===== src/rtl/clk_div_ctrl.sv =====
// clk_div_ctrl: run-time controller for a glitch-free integer clock divider on clk_in
//   clk_in    : the single clock, all logic on posedge
//   rst       : async reset, active-high
//   en        : 1 = run, 0 = stop at the end of the current period
//   cfg_valid : new ratio offered
//   cfg_div   : offered ratio N (legal 2..2^CNT_W-1)
//   cfg_ready : ratio can be accepted (no change pending)
//   clk_out   : divided clock, flop-driven
//   div_tick  : pulse in the last clk_in cycle of each period
//   busy      : divider running or draining
//   cur_div   : ratio of the period now running
//   cfg_err   : pulse after an illegal ratio (<2) was offered
module clk_div_ctrl #(
  parameter int CNT_W = 8,
  parameter int DEF_DIV = 5
) (
  input  logic             clk_in,
  input  logic             rst,
  input  logic             en,
  input  logic             cfg_valid,
  input  logic [CNT_W-1:0] cfg_div,
  output logic             cfg_ready,
  output logic             clk_out,
  output logic             div_tick,
  output logic             busy,
  output logic [CNT_W-1:0] cur_div,
  output logic             cfg_err
);
  localparam logic [1:0] STOP = 2'd0;
  localparam logic [1:0] RUN = 2'd1;
  localparam logic [1:0] DRAIN = 2'd2;
  logic [1:0] state, nstate;
  logic [CNT_W-1:0] cnt, ncnt, ndiv, pend_div;
  logic [CNT_W:0] h;
  logic pend, run, last, acc, acc_ok;
  assign cfg_ready = !pend;
  assign busy = state != STOP;
  assign run = state != STOP;
  assign last = run && cnt == cur_div - 1'b1;
  assign acc = cfg_valid && cfg_ready;
  assign acc_ok = acc && cfg_div >= CNT_W'(2);
  // Outputs are registered from the next-cycle state/count/ratio, so each
  // flop output describes the cycle it is visible in with no comb path.
  always_comb begin
    nstate = state == STOP ? (en ? RUN : STOP) :
             state == RUN ? (en ? RUN : DRAIN) :
             en ? RUN : (last ? STOP : DRAIN);
    ncnt = run && !last ? cnt + 1'b1 : '0;
    ndiv = state == STOP && acc_ok ? cfg_div : last && pend ? pend_div : cur_div;
    h = ({1'b0, ndiv} + 1'b1) >> 1;
  end
  always_ff @(posedge clk_in or posedge rst) begin
    if (rst) begin
      state <= STOP;
      cnt <= '0;
      cur_div <= CNT_W'(DEF_DIV);
      pend <= 1'b0;
      pend_div <= '0;
      clk_out <= 1'b0;
      div_tick <= 1'b0;
      cfg_err <= 1'b0;
    end else begin
      state <= nstate;
      cnt <= ncnt;
      cur_div <= ndiv;
      clk_out <= nstate != STOP && {1'b0, ncnt} < h;
      div_tick <= nstate != STOP && ncnt == ndiv - 1'b1;
      cfg_err <= acc && cfg_div < CNT_W'(2);
      // A change accepted in the boundary cycle itself waits a full period,
      // since acceptance requires no pending change to be in flight.
      if (last && pend) pend <= 1'b0;
      if (acc_ok && run) begin
        pend <= 1'b1;
        pend_div <= cfg_div;
      end
    end
  end
endmodule


===== config.mk =====
export PLATFORM = sky130hd
export DESIGN_NAME = clk_div_ctrl
export DESIGN_NICKNAME = d
export VERILOG_FILES = /design/src/rtl/clk_div_ctrl.sv
export SDC_FILE = /design/constraint.sdc
export NUM_CORES = 1
export LEC_CHECK = 0
export ABC_AREA = 1
export ABC_CLOCK_PERIOD_IN_PS = 7300
export BUFFER_PORTS_ARGS = -buffer_cell sky130_fd_sc_hd__buf_4
export CAP_MARGIN = 20
export CORE_MARGIN = 5
export CORE_UTILIZATION = 62
export CTS_BUF_LIST = sky130_fd_sc_hd__clkbuf_16
export CTS_CLUSTER_SIZE = 20
export DETAILED_ROUTE_END_ITERATION = 12
export PLACE_DENSITY = 0.84
export RECOVER_POWER = 25
export REMOVE_ABC_BUFFERS = 1
export SETUP_SLACK_MARGIN = 0.5
export SYNTH_ARGS = -nofsm -noshare
export SYNTH_HDL_FRONTEND = slang
export SYNTH_SLANG_ARGS = --single-unit
export TNS_END_PERCENT = 10

===== constraint.sdc =====
create_clock -name clk_in -period 7.3 [get_ports clk_in]
set_input_delay 1.095 -clock clk_in [delete_from_list [all_inputs] [get_ports clk_in]]
set_output_delay 1.095 -clock clk_in [all_outputs]
set_load 0.1 [all_outputs]

==> results of run 1 <==
-- flip-flops by register name, summed over array words and instances (netlist names) --
register	flops
cnt	8
state	2
cfg_err	1
clk_out	1
pend_div	8
div_tick	1
pend	1
cur_div	8
-- cell usage in the layout (no fill, tap or decap) --
master	n
a21oi_1	8
buf_4	22
clkbuf_1	1
clkbuf_16	5
clkbuf_4	2
clkinv_1	1
clkinv_2	1
dfrtp_1	28
dfstp_2	2
ha_1	10
inv_1	51
inv_2	7
inv_4	1
nand2_1	96
nand2_2	14
nand2_4	1
nand3_1	34
nand3_2	4
nand3b_1	1
nand4_1	4
nand4_4	1
nor2_1	26
nor2_2	4
nor2_4	4
nor3_1	4
nor3_2	2
nor4_1	1
o211ai_1	2
o21ai_0	12
o21ai_1	2
xnor2_1	3
xor2_1	10
-- critical path, stage by stage --
cell and delay (ps):
buf_4 110, nor4_1 300, nand4_1 190, nand3_1 350, inv_1 220, nand2_1 120
nand2_2 110, inv_1 80, ha_1 200, nand4_1 160, xor2_1 190, ha_1 290
a21oi_1 160, o211ai_1 100, a21oi_1 130
-- worst max-delay path by stage --
stage,cells past startpoint,endpoint,slack [ps],from
finish,15,clk_out,3670,cfg_div[4]
global route,16,clk_out,3420,cfg_div[4]
CTS,15,clk_out,3700,cfg_div[4]
detailed placement,15,clk_out,3460,cfg_div[4]
global placement,15,clk_out,3630,cfg_div[4]
floorplan,22,clk_out,3800,cur_div[1]
-- stage by stage --
stage | setup slack [ps] | power, mW | instances
after CTS | 3700 | 0.428 | 412
after global placement | 3630 | 0.232 | 403
final | 3670 | 0.427 | 412
after floorplan | 3800 | 0.217 | 331
after detailed placement | 3460 | 0.235 | 404
after global routing | 3420 | 0.444 | 412
-- per-layer routing --
layer / vias up / GRT usage
li1: 1105 / -
met1: 1017 / 0.298
met2: 104 / 0.409
met4: 0 / 0.127
met3: 16 / 0.0597
met5: - / 0
-- power by group --
group          total (mW)  internal (mW)  switching (mW)
Combinational      0.0558         0.0172          0.0386
Sequential          0.177          0.172         0.00506
Clock               0.194          0.123          0.0707
-- final cells by class --
| type | instances | area [um2] |
|---|---|---|
| Clock buffer | 5 | 125 |
| Clock inverter | 3 | 12.5 |
| Fill cell | 282 | 950 |
| Inverter | 58 | 220 |
| Multi-Input combinational cell | 243 | 1300 |
| Sequential cell | 30 | 753 |
| Tap cell | 48 | 60.1 |
| Timing Repair Buffer | 25 | 184 |
-- kinds of logic after synthesis --
kind of cell / count (synthesis)
flip-flops: 30
XOR/XNOR: 13
adder cells (fa/ha/maj): 10
buffers and inverters: 61
AO/OA/AOI/OAI: 24
AND/OR/NAND/NOR: 196
==> key figures, run 1 <==
STA
  – Setup TNS: 0 ps
  – Final slew viol count: 0
  – Maximum clock frequency: 276 MHz
  – WHS: 491 ps
  – Hold Violations, Final: 0
  – Unrepaired setup endpoints after global routing: false
  – Setup violators final: 0
  – Worst slew pin tran: 1030 ps
  – Fin crit period: approximately 3600 ps
  – Slew HR: 0.312
  – Max Clock Skew: 5.05 ps
  – Final worst path period share: 0.497

Drt
  – DR DRC count: 0
  – DR WL met3: 385 um
  – M1 WL: 2.44 mm
  – Final WL: ~5.8 mm
  – DR top layer: met4
  – Met2 wire len: 2.79 mm
  – WL per Instance: 14.0 um
  – Routed vias: 2242
  – Post-DR vias/cell: between 5 and 6
  – ANT nets after route: 0
  – Initial DRT Pass Iterations: 6
  – DR iter-0 viols: between 150 and 200

Synth
  – Synth cell types: 28
  – Synth Area in XOR/XNOR: 0.0498
  – Post-synthesis mux area share: 0
  – Main combinational cell family by area after synthesis: simple AND/OR/NAND/NOR gates
  – Fraction of synthesized cell area taken by the top area cell type: 0.306
  – Cells taking the most area after synthesis: dfrtp_1 31%, nand2_1 16%, inv_1 8.2%
  – Count leader, synth: nand2_1
  – Synth Area in Adders: 0.0547
  – Avg Inst Size Synth: 6.85 um2
  – Ys async rst share: 1.00
  – Synth Register Bits: 30
  – Ys flop type: dfrtp_1
  – Synth warn: 0
  – Cell taking the most area after synthesis: dfrtp_1
  – Post-synth top cells: 96 x nand2_1, 50 x inv_1, 34 x nand3_1
  – Compound-Gate Fraction of Synth Area: 0.0547
  – Mapped Cells: roughly 330
  – Number of flops mapped to enable cells by yosys: 0
  – Cell Area, Synth: 0.00229 mm2
  – Synth Area in Simple Gates: 0.410
  – Sequential fraction of the synthesis area: 0.329

Outcome
  – Status: complete, no violations

Clocking
  – Number of H-tree levels: 2
  – Maximum clock path buffer count: 2
  – Clock-pin slew on the worst setup and hold paths: 50 ps
  – CTS Buf Count: 5
  – Clk_lat worst skew: 270 ps
  – Hold_buf cts: 0
  – Sinks on Clock Net: 30
  – Root Buffer: clkbuf_16
  – CTS tree: done
  – CTS resizes: 0
  – # Post-CTS Setup Buffers: 0

Floorplanning
  – Io pins: 25
  – Core Region: 0.00361 mm2
  – Chip Height: just over 70 um
  – Row count: 22
  – DIE AREA: 0.00501 mm2
  – Initial Util: 0.635
  – Die X: 70.8 um

Finish
  – Area grow syn2layout: 16.1%
  – Cell area after layout: 0.00266 mm2
  – Share of layout cells above drive strength 1: 0.192
  – Diode count: 0
  – Final-stage net count: 385
  – Final core utilization: 0.737

Setup path
  – RR Endpoint: clk_out
  – Worst R2R Path Depth: 21
  – Largest fanout on the critical path: 11
  – Worst Setup Path Type: primary input to register
  – Startpoint Class: primary input
  – CP endpoint kind: register
  – CP required: 7500 ps
  – Flop-to-flop setup slack: about 3800 ps
  – Worst flop-to-flop path startpoint: cur_div[0]
  – Crit path DAT: 3820 ps

Power and ir drop
  – PD cells: 161 mW/mm2
  – Leak: 1.38 nW
  – Peak VDD IR: 0.140 mV

Hold path
  – Hold Path Class: register to register
  – Hold Startpoint: pend_div[3]
  – Hold EP: pend_div[3]
  – WHS Path Cells: 2

GRT
  – First-pass GRT wire length: 9.86 mm
  – Largest net degree at the start of global routing: 21
  – Initial antenna violation count: 0
  – All-Layer GR Usage: 0.247
  – Vias in the first global route: ~2200
  – Gr ovfl total: 0

Place
  – Placed Area: 0.00254 mm2
  – IO buf count: 24
  – GPL Wtd Cong: between 0.9 and 1
  – HPWL Detailed: approximately 4.5 mm

Job
  – Max_cap viols: 0
(Power assumes the default switching activity.)
==> inputs of run 2 (changes only) <==
ABC_AREA = 0   (was 1)
ABC_CLOCK_PERIOD_IN_PS = 3300   (was 7300)
CORE_UTILIZATION = 53   (was 62)
PLACE_DENSITY = 0.76   (was 0.84)
clock period = 3.3 ns   (was 7.3 ns; I/O delays follow)
==> run 2 against run 1 <==
  * The flow now finishes with violations (max-capacitance violations, max-slew violations, negative setup slack)
  * Highest routed layer unchanged
  * First-iteration DRC count rose by 110%
  * Critical path type is now register to register
  * Worst hold slack got worse by 68 ps
  * Clock skew barely moved
==> key figures, run 2 <==
GRT
  – Met2 GRT Util: 0.497 (+0.0882)
  – Met1 Usage GRT: 0.348 (+0.0507)
  – Met3 Usage GRT: 0.0649 (+0.00521)
  – Vias in the first global route: 2406 (+8.4%)
  – First-pass GRT wire length: 12.1 mm (+23%)
  – Largest net degree at the start of global routing: 31 (+48%)
  – Global route hottest layer: met2
  – Gr ovfl total: 0 (unchanged)
  – All-Layer GR Usage: 0.298 (+0.0507)
  – Initial antenna violation count: 0 (unchanged)

Clocking
  – Clock-pin slew on the worst setup and hold paths: 50 ps (about the same)
  – CTS tree: done
  – CTS Buf Count: 5 (unchanged)
  – Number of H-tree levels: 2 (unchanged)
  – Clk_lat worst skew: 280 ps (about the same)
  – Sinks on Clock Net: 30 (unchanged)
  – Maximum clock path buffer count: 2 (unchanged)
  – Root Buffer: clkbuf_16

Floorplanning
  – DIE AREA: 0.00552 mm2 (+10%)
  – Chip Height: 74.3 um (+5.1%)
  – Die X: 74.3 um (+5.1%)
  – Core Region: 0.00400 mm2 (+11%)
  – Io pins: 25 (unchanged)
  – Row count: 23 (+4.5%)
  – Initial Util: 0.548 (-0.0863)

Setup path
  – Worst Setup Path Type: register to register
  – Crit path DAT: 4070 ps (+250 ps)
  – CP endpoint kind: register
  – CP required: 3460 ps (-4040 ps)
  – Largest fanout on the critical path: 7 (-4)
  – Startpoint Class: register

Finish
  – Area grow syn2layout: 48.0%
  – Diode count: 0 (unchanged)
  – Share of layout cells above drive strength 1: 0.459 (+0.266)
  – Most frequent cells in the layout: 87 x buf_4, 28 x dfrtp_1, 25 x nor2_1, 15 x xnor2_1, 14 x nand4_1
  – Largest registers: cnt x8, cur_div x8, pend_div x8
  – Final core utilization: 0.811 (+0.0747)
  – Most common cell after layout, fill and taps aside: buf_4
  – Final-stage net count: 348 (-9.6%)
  – Filler instances: 207 (-27%)

Place
  – IO buf count: 24 (unchanged)
  – HPWL Detailed: 4.66 mm (+3.9%)
  – GPL Wtd Cong: 0.888 (-1.8%)

Hold path
  – Hold Path Class: primary input to register

Drt
  – DR iter-0 viols: 341 (+110%)
  – ANT nets after route: 0 (unchanged)
  – DR DRC count: 0 (unchanged)
  – Initial DRT Pass Iterations: 7 (+1)
  – Routed vias: 2405 (+7.3%)
  – Final WL: 7.93 mm (+37%)
  – WL per Instance: 21.0 um (+50%)
  – Post-DR vias/cell: 6.38 (+17%)

STA
  – Slew HR: -0.132 (-0.444)
  – Hold Violations, Final: 0 (unchanged)
  – Final Worst Setup Slack: -613 ps (-4280 ps)
  – Final worst path period share: 1.19
  – Setup violators final: 2 (+2)
  – Unrepaired setup endpoints after global routing: true
  – Worst slew pin tran: 1700 ps (+666 ps)
  – Final slew viol count: 31 (+31)
  – Fin crit period: 3910 ps
  – Max Clock Skew: 4.75 ps (-0.304 ps)
  – Maximum clock frequency: 256 MHz

Synth
  – Sequential fraction of the synthesis area: 0.343 (+0.0143)
  – Fraction of synthesized cell area taken by the top area cell type: 0.319 (+0.0133)
  – Cell Area, Synth: 0.00219 mm2 (-4.2%)
  – Cell taking the most area after synthesis: dfrtp_1
  – Ys async rst share: 1.00 (unchanged)
  – Synth cell types: 51 (+82%)
  – Number of flops mapped to enable cells by yosys: 0 (unchanged)
  – Synth warn: 0 (unchanged)
  – Avg Inst Size Synth: 9.45 um2 (+38%)
  – Synth Register Bits: 30 (unchanged)
  – Post-synth top cells: 28 x dfrtp_1, 28 x nor2_1, 16 x xnor2_1
  – Cells taking the most area after synthesis: dfrtp_1 32%, xnor2_1 6.4%, ha_1 5.7%
  – Mapped Cells: 232 (-31%)
  – Ys flop type: dfrtp_1

Outcome
  – Status: complete, but fails checks
  – Failing checks: max-capacitance violations, max-slew violations, negative setup slack

Job
  – Max_cap viols: 1 (+1)

Power and ir drop
  – Peak VDD IR: 0.193 mV (+38%)
  – Tot Pwr: 1.03 mW (+140%)
  – Leak: 1.47 nW (+6.9%)
  – PD cells: 319 mW/mm2 (+98%)
==> run 2: logic make-up (layout without fill, tap and decap cells) <==
kind of cell / count (synthesis) / in the layout / synth area share
AO/OA/AOI/OAI: 43 / 43 / 0.173
XOR/XNOR: 26 / 26 / 0.104
adder cells (fa/ha/maj): 10 / 10 / 0.0570
buffers and inverters: 15 / 110 / 0.0308
flip-flops: 30 / 30 / 0.343
multiplexers: 13 / 13 / 0.0639
AND/OR/NAND/NOR: 95 / 95 / 0.228
==> run 2: per-layer routing <==
| metal | wire (um) | vias up |
|---|---|---|
| li1 | - | 1041 |
| met1 | 2960 | 1141 |
| met2 | 3800 | 170 |
| met3 | 715 | 53 |
| met4 | 454 | 0 |
| met5 | 0 | - |
==> run 2: critical path, stage by stage, from the launching register on <==
cell and delay [ps]:
dfrtp_1 390, or3b_2 520, or4_4 540, o211ai_1 130, buf_4 160, a31o_4 150
nand4_1 210, a31oi_4 220, nand4_1 230, nor2_4 180, buf_4 120, buf_4 90
buf_4 90, buf_4 90, nand3_2 70, ha_4 290, nand4_1 100, o21a_1 200
==> run 2: area by class of cell <==
class                   count  area, um2  share of cell area
clock buffers               5        125              0.0386
flip-flops and latches     30        753               0.232
clock inverters             3       12.5             0.00386
well taps                  50       62.6              0.0193
multi-input cells         187       1550               0.477
inverters                   8       30.0             0.00925
repair buffers             94        713               0.220
==> run 2: what timing repair did <==
item,CTS,global route
buffers inserted,14,1
pin swaps,31,12
setup endpoints to repair,5,5
resized for setup,32,8
hold buffers,0,0
gates cloned,0,0
==> run 2: per-stage QoR <==
stage / std cells / setup WS [ps] / setup TNS [ps] / hold slack [ps] / instance area [um2]
floorplan: 225 / -1410 / -2430 / 415 / 2160
global route: 377 / -745 / -1240 / 437 / 3250
detailed placement: 354 / -753 / -1080 / 426 / 2810
global placement: 354 / -513 / -729 / 440 / 2810
finish: 377 / -613 / -982 / 423 / 3250
CTS: 376 / -344 / -548 / 311 / 3200
==> run 2: final timing paths <==
path                            slack (ps)          to  depth (start not counted)        from
worst min-delay path                   420    state[0]                          1          en
worst max register to register        -610     clk_out                         17  cur_div[5]
worst max-delay path                  -610     clk_out                         17  cur_div[5]
max in group asynchronous             1490  cur_div[1]                          3         rst
worst min register to register         450     cfg_err                          1        pend
min in group asynchronous              810    state[1]                          3         rst
==> run 2: where the power goes <==
group | total, mW | switching, mW | internal, mW
registers | 0.403 | 0.0203 | 0.383
logic | 0.199 | 0.115 | 0.0837
clock network | 0.432 | 0.160 | 0.272
total | 1.03 | 0.295 | 0.739
